### config.mk
export PLATFORM = sky130hd
export DESIGN_NAME = sid_reg_recorder
export DESIGN_NICKNAME = d
export VERILOG_FILES = /design/src/rtl/sid_reg_recorder.sv
export SDC_FILE = /design/constraint.sdc
export NUM_CORES = 1
export LEC_CHECK = 0
export CORE_MARGIN = 1
export CORE_UTILIZATION = 27
export CTS_CLUSTER_SIZE = 28
export DETAILED_ROUTE_END_ITERATION = 7
export HOLD_SLACK_MARGIN = 0.05
export PLACE_DENSITY = 0.48
export SYNTH_ARGS = -nofsm -noshare
export SYNTH_HDL_FRONTEND = slang
export SYNTH_SLANG_ARGS = --single-unit
### constraint.sdc
create_clock -name clk -period 3.7 [get_ports clk]
set_clock_uncertainty 0.05 [all_clocks]
set_input_delay 0.74 -clock clk [delete_from_list [all_inputs] [get_ports clk]]
set_output_delay 0.74 -clock clk [all_outputs]
set_load 0.02 [all_outputs]
### src/rtl/sid_reg_recorder.sv
// sid_reg_recorder: taps SID register writes and encodes them into the player
// command stream.  Each entry is a 5-bit address plus 8-bit data.  An entry whose
// address is DELAY_CMD carries a count of idle SID cycles instead of a register write.
//
// Ports:
//   clk, reset (sync, active-high)       - clock and reset
//   ce_1m, we, addr, data_in             - SID cycle enable and write tap
//   entry_valid/entry_addr/entry_data    - FIFO head, first-word-fall-through
//   entry_ready                          - sink accept; pops the head entry
//   fifo_level                           - number of entries held
//   overflow                             - sticky; a push was dropped on a full FIFO
//   illegal_addr                         - sticky; a write to DELAY_CMD was seen
//
// Optional feature: define SID_REC_DEDUP_EN to drop writes that repeat the last
// recorded value of registers 0x00-0x1c.  A dropped write counts as an idle tick.
module sid_reg_recorder #(
   parameter int          FIFO_DEPTH = 16,
   parameter logic [4:0]  DELAY_CMD  = 5'h1f,
   parameter int          MAX_DELAY  = 255
) (
   input  logic                          clk,
   input  logic                          reset,
   input  logic                          ce_1m,
   input  logic                          we,
   input  logic [4:0]                    addr,
   input  logic [7:0]                    data_in,
   output logic                          entry_valid,
   output logic [4:0]                    entry_addr,
   output logic [7:0]                    entry_data,
   input  logic                          entry_ready,
   output logic [$clog2(FIFO_DEPTH):0]   fifo_level,
   output logic                          overflow,
   output logic                          illegal_addr
);

   localparam int         AW          = $clog2(FIFO_DEPTH);
   localparam logic [7:0] MAX_DELAY_C = 8'(MAX_DELAY);

   typedef enum logic [1:0] {
      S_IDLE       = 2'd0,
      S_EMIT_DELAY = 2'd1,
      S_EMIT_WRITE = 2'd2
   } state_t;

   state_t      state_q, state_d;
   logic [7:0]  idle_cnt_q, idle_cnt_d;
   logic [4:0]  pend_addr_q;
   logic [7:0]  pend_data_q;
   logic        flush_q, flush_d;
   logic        overflow_q, illegal_q;

   logic        dup;
   logic        cap;
   logic        idle_tick;
   logic [7:0]  idle_inc;

   logic        push_vld;
   logic [4:0]  push_addr;
   logic [7:0]  push_data;
   logic        push_ok;
   logic        pop;
   logic        full;

   logic [12:0] mem_q [0:FIFO_DEPTH-1];
   logic [AW-1:0] wr_ptr_q, rd_ptr_q;
   logic [AW:0]   level_q;

   // ------------------------------------------------------------------
   // Duplicate-write suppression
   // ------------------------------------------------------------------
`ifdef SID_REC_DEDUP_EN
   logic [7:0] shadow_q [0:28];

   always_comb begin
      dup = 1'b0;
      if (addr <= 5'h1c) begin
         dup = (shadow_q[addr] == data_in);
      end
   end

   always_ff @(posedge clk) begin
      if (reset) begin
         for (int i = 0; i < 29; i++) begin
            shadow_q[i] <= 8'h00;
         end
      end else if (cap && (addr <= 5'h1c)) begin
         shadow_q[addr] <= data_in;
      end
   end
`else
   assign dup = 1'b0;
`endif

   // Only IDLE captures; the ce_1m spacing ensures we are back in IDLE
   // before the next pulse, so a tick outside IDLE can only be idle.
   assign cap       = ce_1m && we && (addr != DELAY_CMD) && !dup && (state_q == S_IDLE);
   assign idle_tick = ce_1m && !cap;
   assign idle_inc  = idle_cnt_q + 8'd1;

   // ------------------------------------------------------------------
   // FSM: state register
   // ------------------------------------------------------------------
   always_ff @(posedge clk) begin
      if (reset) begin
         state_q     <= S_IDLE;
         pend_addr_q <= 5'h00;
         pend_data_q <= 8'h00;
      end else begin
         state_q <= state_d;
         if (cap) begin
            pend_addr_q <= addr;
            pend_data_q <= data_in;
         end
      end
   end

   // FSM: next state.  With no idle time to report, EMIT_DELAY emits the
   // write itself, so the write reaches the FIFO one clk earlier.
   always_comb begin
      state_d = state_q;
      case (state_q)
         S_IDLE:       if (cap) state_d = S_EMIT_DELAY;
         S_EMIT_DELAY: state_d = (idle_cnt_q != 8'd0) ? S_EMIT_WRITE : S_IDLE;
         S_EMIT_WRITE: state_d = S_IDLE;
         default:      state_d = S_IDLE;
      endcase
   end

   // FSM: outputs (the single FIFO push port).  A saturation flush never
   // overlaps an emit state because a write tick does not advance idle_cnt.
   always_comb begin
      push_vld  = 1'b0;
      push_addr = 5'h00;
      push_data = 8'h00;
      if (flush_q) begin
         push_vld  = 1'b1;
         push_addr = DELAY_CMD;
         push_data = MAX_DELAY_C;
      end else begin
         case (state_q)
            S_EMIT_DELAY: begin
               push_vld = 1'b1;
               if (idle_cnt_q != 8'd0) begin
                  push_addr = DELAY_CMD;
                  push_data = idle_cnt_q;
               end else begin
                  push_addr = pend_addr_q;
                  push_data = pend_data_q;
               end
            end
            S_EMIT_WRITE: begin
               push_vld  = 1'b1;
               push_addr = pend_addr_q;
               push_data = pend_data_q;
            end
            default: ;
         endcase
      end
   end

   // ------------------------------------------------------------------
   // Idle counter and saturation flush
   // ------------------------------------------------------------------
   always_comb begin
      idle_cnt_d = idle_cnt_q;
      flush_d    = 1'b0;
      if (state_q == S_EMIT_DELAY) begin
         idle_cnt_d = 8'd0;
      end else if (idle_tick) begin
         if (idle_inc == MAX_DELAY_C) begin
            idle_cnt_d = 8'd0;
            flush_d    = 1'b1;
         end else begin
            idle_cnt_d = idle_inc;
         end
      end
   end

   always_ff @(posedge clk) begin
      if (reset) begin
         idle_cnt_q <= 8'd0;
         flush_q    <= 1'b0;
         illegal_q  <= 1'b0;
      end else begin
         idle_cnt_q <= idle_cnt_d;
         flush_q    <= flush_d;
         if (ce_1m && we && (addr == DELAY_CMD)) begin
            illegal_q <= 1'b1;
         end
      end
   end

   // ------------------------------------------------------------------
   // Entry FIFO (first-word-fall-through)
   // ------------------------------------------------------------------
   assign full    = (level_q == (AW+1)'(FIFO_DEPTH));
   assign pop     = (level_q != '0) && entry_ready;
   // A pop in the same clk frees the slot a push into a full FIFO needs.
   assign push_ok = push_vld && (!full || pop);

   always_ff @(posedge clk) begin
      if (push_ok && !reset) begin
         mem_q[wr_ptr_q] <= {push_addr, push_data};
      end
   end

   always_ff @(posedge clk) begin
      if (reset) begin
         wr_ptr_q   <= '0;
         rd_ptr_q   <= '0;
         level_q    <= '0;
         overflow_q <= 1'b0;
      end else begin
         if (push_ok) wr_ptr_q <= wr_ptr_q + AW'(1);
         if (pop)     rd_ptr_q <= rd_ptr_q + AW'(1);
         case ({push_ok, pop})
            2'b10:   level_q <= level_q + (AW+1)'(1);
            2'b01:   level_q <= level_q - (AW+1)'(1);
            default: level_q <= level_q;
         endcase
         if (push_vld && !push_ok) begin
            overflow_q <= 1'b1;
         end
      end
   end

   // Head outputs are forced to zero while empty so stale RAM never shows.
   assign entry_valid  = (level_q != '0);
   assign entry_addr   = entry_valid ? mem_q[rd_ptr_q][12:8] : 5'h00;
   assign entry_data   = entry_valid ? mem_q[rd_ptr_q][7:0]  : 8'h00;
   assign fifo_level   = level_q;
   assign overflow     = overflow_q;
   assign illegal_addr = illegal_q;

endmodule

==> impl_metrics.json <==
{
  "ant_nets": 0,
  "wl_per_cell_um": 19.4,
  "yosysMostFrequentCell": "edfxtp_1",
  "power.net_switching_mw": 1.90,
  "avgViaCountPerCell": 4.55,
  "cp_data_required_time_ns": 2.91,
  "cts_made_buffers": 28,
  "grt_pass1_wl_um": 35000,
  "synth_area_leaders": "edfxtp_1 61%, mux4_2 14%, dfxtp_1 8.4%, nor2_1 1.8%, mux2i_1 1.8%",
  "grt_overflow": 0,
  "pwr-share-comb_pct": 20.6,
  "register_area_mm2": 0.00711,
  "clkSlewWorstSetupHoldPaths_ns": 0.06,
  "syn_area_per_cell_um2": 17.7,
  "cts.sink_count": 251,
  "hold_viol_final": 0,
  "internal_power_mw": 5.26,
  "pwr-share-seq_pct": 43.9,
  "drive_above_1_share_pct": 22.9,
  "routed_wl_um": 22900,
  "synth_common_cells": "208 x edfxtp_1, 65 x mux4_2, 50 x nor2_1",
  "fp.dieW_um": 197,
  "dr_wl_met3_um": 923,
  "grt_setup_unrepaired": "false",
  "nets": 690,
  "io-pin-count": 39,
  "period_minus_slack_ns": 3.59,
  "gp_congestion": 0.797,
  "multi_input_area_mm2": 0.00297,
  "crit_fanout": 11,
  "endpoint_kind": "primary output",
  "synth_edf_count": 208,
  "rows": 70,
  "p_per_area_mw_per_mm2": 580,
  "hold_path_startpoint": "overflow",
  "chipHeight_um": 197,
  "maxCapViolations": 0,
  "synthFlopType": "edfxtp_1",
  "r2r-start": "state_q[1]",
  "synth_nets": 612,
  "path_buf_inv": 3,
  "setup_viol": 0,
  "die_area_mm2": 0.0387,
  "grt_pass1_vias": 5730,
  "holdCritPathClass": "flip-flop to flip-flop",
  "switching_share_pct": 26.5,
  "slowest_stage": "mux4_2",
  "arrival_ns": 2.80,
  "grt_usage_pct": 12.1,
  "status": "finished clean",
  "vias": 5379,
  "slew_headroom_pct": 52.8,
  "dr_wl_met2_um": 11300,
  "synth_top_cell_by_area": "edfxtp_1",
  "cts_tree": "built",
  "cts_buffer_depth": 3,
  "nFillCells": 3537,
  "clk_root_buffer_cell": "clkbuf_16",
  "crit_chain": "buf_12, buf_4, mux4_2, mux4_2, and2_1, dlygate4sd2_1",
  "drv_slew": 0,
  "grt_max_degree": 53,
  "leakage_nw": 4.28,
  "drt-pass1-iter-count": 4,
  "start_util_pct": 27.7,
  "route.top_layer_used": "met4",
  "core_mm2": 0.0370,
  "vdd.ir_drop.worst_uv": 443,
  "critPathMaxStageDelay_ns": 0.53,
  "worstSetupPathType": "flip-flop to primary output",
  "wl_met1_um": 10200,
  "layout-area-overhead-vs-synth_pct": 20.4,
  "drc": 0,
  "setup_tns_ns": 0,
  "clock_latency_ns": 0.55,
  "path_delay_family": "multiplexers",
  "dp.final_hpwl_um": 14300,
  "start_kind": "flip-flop",
  "clkPwrFrac_pct": 35.4,
  "synth-seq-cells": 251,
  "min_period_over_period_pct": 97.0,
  "max_freq_mhz": 278,
  "portBuffers": 38,
  "synth_top_cell_area_share_pct": 61.0,
  "ys_seq_area_share_pct": 69.4,
  "synthCells": 579,
  "async_flop_share_pct": 0,
  "drt_iter0_drc": 322,
  "fin_hold_ws_ns": 0.431,
  "syn-cell-area_mm2": 0.0102,
  "yosysWarnings": 0,
  "tightest_slew_ns": 0.699,
  "h-tree-depth": 1,
  "cp_common_cell": "mux4_2",
  "grt_antenna_before_repair": 0,
  "synth_cell_types": 48
}
final timing paths:
check | cells after the start | end | slack (ns)
worst max-delay path | 6 | entry_data[5] | 0.11
worst min-delay path | 2 | overflow | 0.43
worst max register to register | 8 | fifo_level[4] | 0.74
worst min register to register | 2 | overflow | 0.43
cell usage in the layout (no fill, tap or decap), types with 18 or more instances in the layout:
master and n:
mux2i_1 18, dfxtp_1 41, nand2_1 18, buf_4 42, edfxtp_1 208, mux4_2 65
clkdlybuf4s50_1 25, clkbuf_16 28, nor2_1 50
layout make-up:
| cell class | count | area share, % |
|---|---|---|
| diodes | 1 | 0.0203 |
| well taps | 504 | 5.11 |
| clock inverters | 16 | 0.933 |
| inverters | 7 | 0.213 |
| flip-flops and latches | 251 | 57.7 |
| repair buffers | 83 | 6.09 |
| multi-input cells | 286 | 24.1 |
| clock buffers | 35 | 5.89 |
cells by family (layout without fill, tap and decap cells):
group,Yosys count,after routing,share of synthesized area [%]
AO/OA/AOI/OAI,46,46,3.36
adder cells (fa/ha/maj),15,15,1.91
other,0,1,0
buffers and inverters,42,141,1.84
multiplexers,86,86,16.5
AND/OR/NAND/NOR,128,128,6.09
XOR/XNOR,11,11,0.940
flip-flops,251,251,69.4
power by group through the flow:
stage / Clock (mW) / Sequential, mW / Combinational (mW)
global route: 2.71 / 3.15 / 1.61
floorplan: 0 / 3.20 / 0.951
global placement: 0 / 3.21 / 1.50
CTS: 2.60 / 3.14 / 1.50
finish: 2.53 / 3.14 / 1.48
detailed placement: 0 / 3.21 / 1.52
routing by layer:
metal | vias to the layer above | track usage, %
met5 | - | 0
met4 | 0 | 2.99
met3 | 37 | 1.83
met2 | 110 | 20.8
met1 | 2781 | 15.9
li1 | 2451 | -
state kept, by name, indices dropped and copies added, names as in the netlist, named ones only:
register / count
fifo_level: 5
rd_ptr_q: 4
flush_q: 1
pend_data_q: 8
pend_addr_q: 5
idle_cnt_q: 8
mem_q: 208
illegal_addr: 1
state_q: 2
wr_ptr_q: 4
overflow: 1
tightest hold or removal path: stages, from the launching register on:
cell,delay (ns)
dfxtp_1,0.33
nor2_1,0.05
nor2_1,0.07
per-stage QoR:
step | area, um2 | utilization [%] | instances | setup WS [ns] | total power, mW
global route | 12300 | 33.4 | 1182 | 0.0242 | 7.46
detailed placement | 11400 | 30.8 | 1118 | 0.208 | 4.73
global placement | 11400 | 30.8 | 1118 | 0.287 | 4.71
finish | 12300 | 33.4 | 1183 | 0.109 | 7.15
floorplan | 10200 | - | 579 | 0.895 | 4.15
CTS | 12300 | 33.2 | 1175 | 0.00576 | 7.24
repair_timing:
item / in CTS / in global routing
gates cloned: 0 / 0
setup endpoints to repair: 11 / 4
setup buffers: 6 / 7
gates resized for setup: 13 / 1
hold buffers: 0 / 0
No activity file was read; power rests on OpenSTA's default activity.
